==> config.mk <==
export PLATFORM = sky130hd
export DESIGN_NAME = move_source_arbiter
export DESIGN_NICKNAME = d
export VERILOG_FILES = /design/src/rtl/move_source_arbiter.sv
export SDC_FILE = /design/constraint.sdc
export NUM_CORES = 1
export LEC_CHECK = 0
export CAP_MARGIN = 20
export CORE_ASPECT_RATIO = 1.1
export CORE_UTILIZATION = 25
export CTS_CLUSTER_DIAMETER = 30
export DETAILED_ROUTE_END_ITERATION = 12
export GPL_TIMING_DRIVEN = 0
export PLACE_DENSITY_LB_ADDON = 0.12
export SETUP_SLACK_MARGIN = 0.4
export SYNTH_ARGS = -nofsm -noshare
export SYNTH_HDL_FRONTEND = slang
export SYNTH_SLANG_ARGS = --single-unit
==> constraint.sdc <==
create_clock -name clk_in -period 3 [get_ports clk_in]
set_input_delay 0.3 -clock clk_in [delete_from_list [all_inputs] [get_ports clk_in]]
set_output_delay 0.3 -clock clk_in [all_outputs]
set_load 0.05 [all_outputs]
==> src/rtl/move_source_arbiter.sv <==
// Picks the move source by turn, range-checks the move, issues it to the game FSM
// as a one-cycle strobe and reports whether it was accepted, rejected or timed out.
module move_source_arbiter #(
    parameter int         TIMEOUT_CYCLES = 1024,
    parameter int         BOARD_SIZE     = 9,
    parameter logic [7:0] PASS_CODE      = 8'hFF
) (
    input  logic       clk_in,
    input  logic       reset,
    input  logic       my_color,
    input  logic       turn,
    input  logic       invalid_move,
    input  logic       game_over,
    input  logic       local_valid,
    input  logic [7:0] local_move,
    input  logic       rx_valid,
    input  logic [7:0] rx_byte,
    output logic [7:0] move,
    output logic       move_avail,
    output logic       busy,
    output logic       move_accepted,
    output logic       move_rejected,
    output logic       move_timeout,
    output logic       range_err,
    output logic       wrong_src
);

    localparam int              TW         = (TIMEOUT_CYCLES > 1) ? $clog2(TIMEOUT_CYCLES) : 1;
    localparam logic [TW-1:0]   TIMER_LAST = TW'(TIMEOUT_CYCLES - 1);
    localparam logic [4:0]      BOARD_LIM  = 5'(BOARD_SIZE);

    typedef enum logic [1:0] {IDLE, ISSUE, WAIT_RESULT, LOCKED} state_t;

    state_t        state_q, state_d;
    logic [7:0]    move_q, move_d;
    logic [TW-1:0] timer_q, timer_d;
    logic          turn_at_issue_q, turn_at_issue_d;
    logic          move_avail_q, move_avail_d;
    logic          busy_q, busy_d;
    logic          accepted_q, accepted_d;
    logic          rejected_q, rejected_d;
    logic          timeout_q, timeout_d;
    logic          range_err_q, range_err_d;
    logic          wrong_src_q, wrong_src_d;

    logic          sel_local, sel_valid, other_valid;
    logic [7:0]    sel_byte;

    function automatic logic is_legal(input logic [7:0] m);
        return (m == PASS_CODE) ||
               (({1'b0, m[7:4]} < BOARD_LIM) && ({1'b0, m[3:0]} < BOARD_LIM));
    endfunction

    assign sel_local   = (turn == my_color);
    assign sel_valid   = sel_local ? local_valid : rx_valid;
    assign sel_byte    = sel_local ? local_move  : rx_byte;
    assign other_valid = sel_local ? rx_valid    : local_valid;

    always_comb begin
        state_d         = state_q;
        move_d          = move_q;
        timer_d         = timer_q;
        turn_at_issue_d = turn_at_issue_q;
        accepted_d      = 1'b0;
        rejected_d      = 1'b0;
        timeout_d       = 1'b0;
        range_err_d     = 1'b0;
        wrong_src_d     = 1'b0;

        case (state_q)
            IDLE: begin
                if (sel_valid) begin
                    if (is_legal(sel_byte)) begin
                        move_d  = sel_byte;
                        state_d = ISSUE;
                    end else begin
                        range_err_d = 1'b1;
                    end
                end
                wrong_src_d = other_valid;
            end
            ISSUE: begin
                turn_at_issue_d = turn;
                timer_d         = '0;
                state_d         = WAIT_RESULT;
            end
            WAIT_RESULT: begin
                timer_d = timer_q + TW'(1);
                if (invalid_move) begin
                    rejected_d = 1'b1;
                    state_d    = IDLE;
                end else if (turn != turn_at_issue_q) begin
                    accepted_d = 1'b1;
                    state_d    = IDLE;
                end else if (timer_q == TIMER_LAST) begin
                    timeout_d = 1'b1;
                    state_d   = IDLE;
                end
            end
            LOCKED: begin
                state_d = LOCKED;
            end
            default: begin
                state_d = IDLE;
            end
        endcase

        // End of game wins over everything, including a move latched this cycle.
        if (game_over) begin
            state_d     = LOCKED;
            move_d      = move_q;
            accepted_d  = 1'b0;
            rejected_d  = 1'b0;
            timeout_d   = 1'b0;
            range_err_d = 1'b0;
            wrong_src_d = 1'b0;
        end

        move_avail_d = (state_d == ISSUE);
        busy_d       = (state_d == ISSUE) || (state_d == WAIT_RESULT);
    end

    always_ff @(posedge clk_in) begin
        if (reset) begin
            state_q         <= IDLE;
            move_q          <= 8'h00;
            timer_q         <= '0;
            turn_at_issue_q <= 1'b0;
            move_avail_q    <= 1'b0;
            busy_q          <= 1'b0;
            accepted_q      <= 1'b0;
            rejected_q      <= 1'b0;
            timeout_q       <= 1'b0;
            range_err_q     <= 1'b0;
            wrong_src_q     <= 1'b0;
        end else begin
            state_q         <= state_d;
            move_q          <= move_d;
            timer_q         <= timer_d;
            turn_at_issue_q <= turn_at_issue_d;
            move_avail_q    <= move_avail_d;
            busy_q          <= busy_d;
            accepted_q      <= accepted_d;
            rejected_q      <= rejected_d;
            timeout_q       <= timeout_d;
            range_err_q     <= range_err_d;
            wrong_src_q     <= wrong_src_d;
        end
    end

    assign move          = move_q;
    assign move_avail    = move_avail_q;
    assign busy          = busy_q;
    assign move_accepted = accepted_q;
    assign move_rejected = rejected_q;
    assign move_timeout  = timeout_q;
    assign range_err     = range_err_q;
    assign wrong_src     = wrong_src_q;

endmodule

==> flow_summary_export.csv <==
group,metric,value,unit
sta,setup_viol,0,
die,die_area,0.006274,mm2
synthesis,synth_cell_type_count,39,
synthesis,postSynthCellCount,168,
power,finalPower,883.7,uW
die,start_util,25.83,%
die,num_rows,29,
synthesis,synth_top_cell_area_share,37.62,%
setup_path,crit_chain,"inv_1 -> ha_1 -> nand2b_1 -> or4b_1 -> o221ai_1 -> a211oi_1 -> or2_2 -> ha_1 -> nor2_1",
synthesis,yosys_warnings,0,
die,die_height,82.98,um
setup_path,crit_buf_inv,1,
global_routing,grt_max_degree,16,
power,power_density,431.7,mW/mm2
setup_path,crit_type,"reg -> reg",
setup_path,cp_max_fo,4,
flow_run,maxCapViolCount,0,
setup_path,r2r_slack,640,ps
route,routedWlPerCell,12.30,um
setup_path,slowest_stage,"or4b_1",
sta,worst_pin_slew,725.5,ps
sta,fin_worst_skew,6.191,ps
synthesis,synthArstFlopShare,0,%
synthesis,synth_area_leaders,"dfxtp_1, ha_1, nand2_1",
synthesis,synth_area_leader_cell,"dfxtp_1",
clock_network,cts_max_path_buffers,2,
clock_network,holdBufCountCts,0,
clock_network,clk_latency,270,ps
synthesis,ys.flop_type,"dfxtp_1",
setup_path,critical_path.endpoint_type,"flip-flop",
setup_path,arrival,2520,ps
global_routing,grt_pass1_vias,1309,
route,first_pass_iters,4,
placement,io_buffers,38,
setup_path,cp-start-kind,"flip-flop",
cells_and_area,n_antenna_cell,0,
placement,placed_area,0.001967,mm2
sta,slew_violations,0,
cells_and_area,area_delta_synth_final,37.36,%
route,vias_per_cell,4.498,
clock_network,cts_inserted_buffers,3,
status,status,"finished, final reports clean",
route,vias,1291,
synthesis,syn_area,0.001490,mm2
synthesis,synth_area_per_cell,8.870,um2
die,core,0.005769,mm2
route,drcViolationCount,0,
global_routing,gr-total-overflow,0,
clock_network,path_clk_slew,100,ps
setup_path,slowest_delay,510,ps
synthesis,synth_commonest_cells,"dfxtp_1, nand2_1, nor2_1",
synthesis,synth_fp_nets,199,
sta,fin_crit,2365,ps
sta,fmax,422.8,MHz
setup_path,cpLargestDelayFamily,"simple AND/OR/NAND/NOR gates",
min_path,hold_class,"reg -> reg",
sta,rsz0062_at_grt,"false",
setup_path,required,3150,ps
power,peakVddDrop,169.4,uV
die,pin_count,39,
sta,slew_headroom,51.53,%
cells_and_area,drive_gt1_share,8.571,%
synthesis,ys_seq_area_share,37.62,%
route,drtIter0Drc,37,
clock_network,cts_tree,"yes",
route,routed_wl,3.530,mm
cells_and_area,final_util,35.48,%
global_routing,gr-usage-all-layers,11.93,%
synthesis,ys_ff_latch,28,
route,drtAntennaViolNets,0,
global_routing,grt_pass1_wl,5.871,mm
clock_network,ctsRootBufferMaster,"clkbuf_8",
synthesis,yosys.cell_count.top_type,"dfxtp_1",
placement,dp_hpwl,2.752,mm
synthesis,synth_edf_count,0,
sta,finalHoldViolCount,0,
placement,gp_congestion,0.7544,
power,p_leak,0.0007499,uW
sta,final.setup.tns,0,ps
cells_and_area,postLayoutCellArea,0.002047,mm2
die,die_w,75.61,um
sta,fin_crit_sh,78.83,%
clock_network,clock-sinks,28,
cells_and_area,fin_nets,242,
setup_path,path_common_cell,"ha_1",
global_routing,antenna_found_initial,0,
clock_network,htreeDepth,1,
-- stage by stage --
step                cells  hold WS, ps  setup slack (ps)
floorplan             168        376.7             851.6
global placement      283        449.4             130.6
detailed placement    283        451.3             160.0
CTS                   287        468.4             443.0
global route          287        502.4             416.1
finish                287        465.8             635.1
-- power breakdown --
group          internal (uW)  leakage [uW]  total (uW)  switching, uW
sequential               391      0.000227         404           13.7
combinational            105      0.000494         246            141
clock                    117     0.0000288         233            116
-- worst min-delay path: cells and delay by family (launching register included) --
kind	cells	cell delay [ps]
DFF	1	320
AOI/OAI and AO/OA	1	50
buffers and inverters	1	50
-- flip-flops by register name, indices dropped and copies added (netlist names) --
register / cells
timer_q: 10
move_timeout: 1
move_accepted: 1
move: 8
move_avail: 1
wrong_src: 1
range_err: 1
turn_at_issue_q: 1
state_q: 2
move_rejected: 1
busy: 1
-- cell type report --
cell class                 instances  area (um2)
inverter                           6       22.52
multi-input combinational        130       907.1
fill                             610        3722
tap                               77       96.34
clock buffer                       4       55.05
timing repair buffer              38       382.9
sequential                        28       560.5
buffer                             4       22.52
-- worst paths after layout --
check	to	startpoint	depth (start not counted)
worst min-delay path	move[3]	move[3]	2
worst max-delay path	busy	state_q[0]	9
worst min register to register	move[3]	move[3]	2
worst max register to register	busy	state_q[0]	9
-- cell usage in the layout, fill, tap and decap left out, types with 3 or more instances in the layout --
cell type,count
a211oi_1,5
a21oi_1,9
clkbuf_1,3
clkbuf_8,4
clkdlybuf4s50_1,37
dfxtp_1,28
ha_1,7
inv_1,6
mux2_2,6
mux2i_1,4
nand2_1,20
nand3_1,7
nand4_1,5
nor2_1,17
nor2b_1,9
nor3_1,6
xor2_1,6
-- metal layers --
metal	share of wire, %	GRT usage [%]	vias to the layer above
met3	5.1	1.942	2
met4	0.82	4.040	0
li1	-	-	683
met1	48	15.54	579
met2	46	19.56	27
met5	0	0	-
-- kinds of logic (layout without fill, tap and decap cells) --
kind of cell,after synthesis,in the layout,synth area share [%]
AO/OA/AOI/OAI,27,27,13.44
XOR/XNOR,11,11,7.725
adder cells (fa/ha/maj),7,7,5.877
buffers and inverters,10,52,3.022
flip-flops,28,28,37.62
multiplexers,10,10,7.221
AND/OR/NAND/NOR,75,75,25.11
-- what timing repair did --
item	in CTS	in global routing
gates resized for setup	0	4
setup endpoints to repair	0	2
endpoints found under the hold margin	0	0
setup buffers	0	0
Power figures use the tool's default switching activity.
==> patch: new RTL, same settings <==
Register the input `local_move` before use, with the module's reset. The logic sees it one clock later. The other inputs are not delayed to match.
--- a/src/rtl/move_source_arbiter.sv
+++ b/src/rtl/move_source_arbiter.sv
@@ -33,2 +33,12 @@
 
+    logic [7:0] local_move_q;
+
+    always_ff @(posedge clk_in) begin
+        if (reset) begin
+            local_move_q <= '0;
+        end else begin
+            local_move_q <= local_move;
+        end
+    end
+
     state_t        state_q, state_d;
@@ -55,3 +65,3 @@
     assign sel_valid   = sel_local ? local_valid : rx_valid;
-    assign sel_byte    = sel_local ? local_move  : rx_byte;
+    assign sel_byte    = sel_local ? local_move_q : rx_byte;
     assign other_valid = sel_local ? rx_valid    : local_valid;
Check against the original RTL: not equivalent (Yosys sat finds a counterexample within 4 cycles, from zero or initial values and one cycle with reset high).
==> patch against the unedited design <==
- maximum frequency increased by 0.92%
- worst setup slack improved by 0.022 ns
- first-iteration DRC count increased by 140%
- critical path depth unchanged
- final area increased by 10%
- wire length increased by 8.8%
- total power increased by 23%
- sequential cell count increased by 8
- area after synthesis increased by 13%
- critical path type is now in -> reg
- critical endpoint unchanged
- highest routed layer unchanged
==> patch: results (changes against the unedited design) <==
worst_ir_drop_vdd_uv: 162  # -4.5%
h-tree-depth: 2  # +1
placed_cell_area_sq_mm: 0.00217  # +10%
n_all_buffers: 45  # +7.1%
drive_gt1_share_pct: 6.69  # -1.9 points
syn_area_per_cell_sq_um: 8.71  # -1.8%
worst_clock_skew_ns: 0.00707  # +0.000875 ns
worst-slew-pin-transition_ns: 0.519  # -0.207 ns
cts.sinks: 36  # +29%
drt-total-wl_um: 3840  # +8.8%
multi_input_area_sq_um: 920  # +1.4%
area_share_nonclk_buffers_pct: 18.3  # -1.5 points
grt_pass1_vias: 1440  # +10%
numCtsBuffers: 5  # +2
cts-resized-gates: 0  # unchanged
num-multi-input-gates: 146  # +12%
inv_count: 5  # -1
p_sw_uw: 323  # +19%
crit_family: "buffers and inverters"
post-route-period-util_pct: 78.1  # -0.72 points
p_leak_nw: 0.836  # +11%
dr.first_iter.drc_count: 88  # +140%
clock_tree_area_fraction_pct: 3.45  # +0.76 points
dp_hpwl_um: 2950  # +7.3%
final_nets: 270  # +12%
grt_pass1_wl_um: 6760  # +15%
grt_usage_pct: 12.6  # +0.67 points
crit_slowest_cell: "clkdlybuf4s50_1"
post-place-ws_ns: 0.373  # +0.214 ns
nFillCells: 710  # +16%
seqCellArea_sq_um: 721  # +29%
dp_cells: 314  # +11%
grt_max_degree: 11  # -5
syn-num-nets: 225  # +13%
rows: 31  # +6.9%
synth_common_cells: "36 x dfxtp_1, 26 x nand2_1, 22 x nor2_1, 15 x nor2b_1, 9 x a21oi_1"
regToRegSetupSlack_ns: 0.96  # +0.32 ns
reg2reg_depth: 8  # -1
synth.area.top_cells: "dfxtp_1 43%, nand2_1 5.8%, nor2b_1 5.6%"
outcome: "complete, no violations"
hold_ws_ns: 0.498  # +0.0322 ns
cp_slowest_stage_delay_ns: 0.53  # +0.02 ns
clkTransAtPathRegs_ns: 0.07  # -0.03 ns
[patch: power groups by stage]
stage | clock, mW | combinational, mW | sequential, mW
after detailed placement | 0 | 0.239 | 0.530
after global routing | 0.367 | 0.265 | 0.524
final | 0.327 | 0.237 | 0.519
after CTS | 0.343 | 0.240 | 0.519
after global placement | 0 | 0.240 | 0.531
after floorplan | 0 | 0.120 | 0.561
[patch: layer usage]
metal	global-route usage, %	routed length, um	vias up
li1	-	-	760
met5	0	0	-
met3	3.92	192	5
met1	15.9	1830	654
met4	4.38	62	0
met2	20.3	1760	33
[patch: cell families after synthesis]
logic type | count (synthesis) | synth area share, %
adder cells (fa/ha/maj) | 7 | 5.18
AND/OR/NAND/NOR | 92 | 26.2
buffers and inverters | 12 | 2.96
flip-flops | 36 | 42.6
multiplexers | 9 | 5.77
XOR/XNOR | 11 | 5.70
AO/OA/AOI/OAI | 27 | 11.5
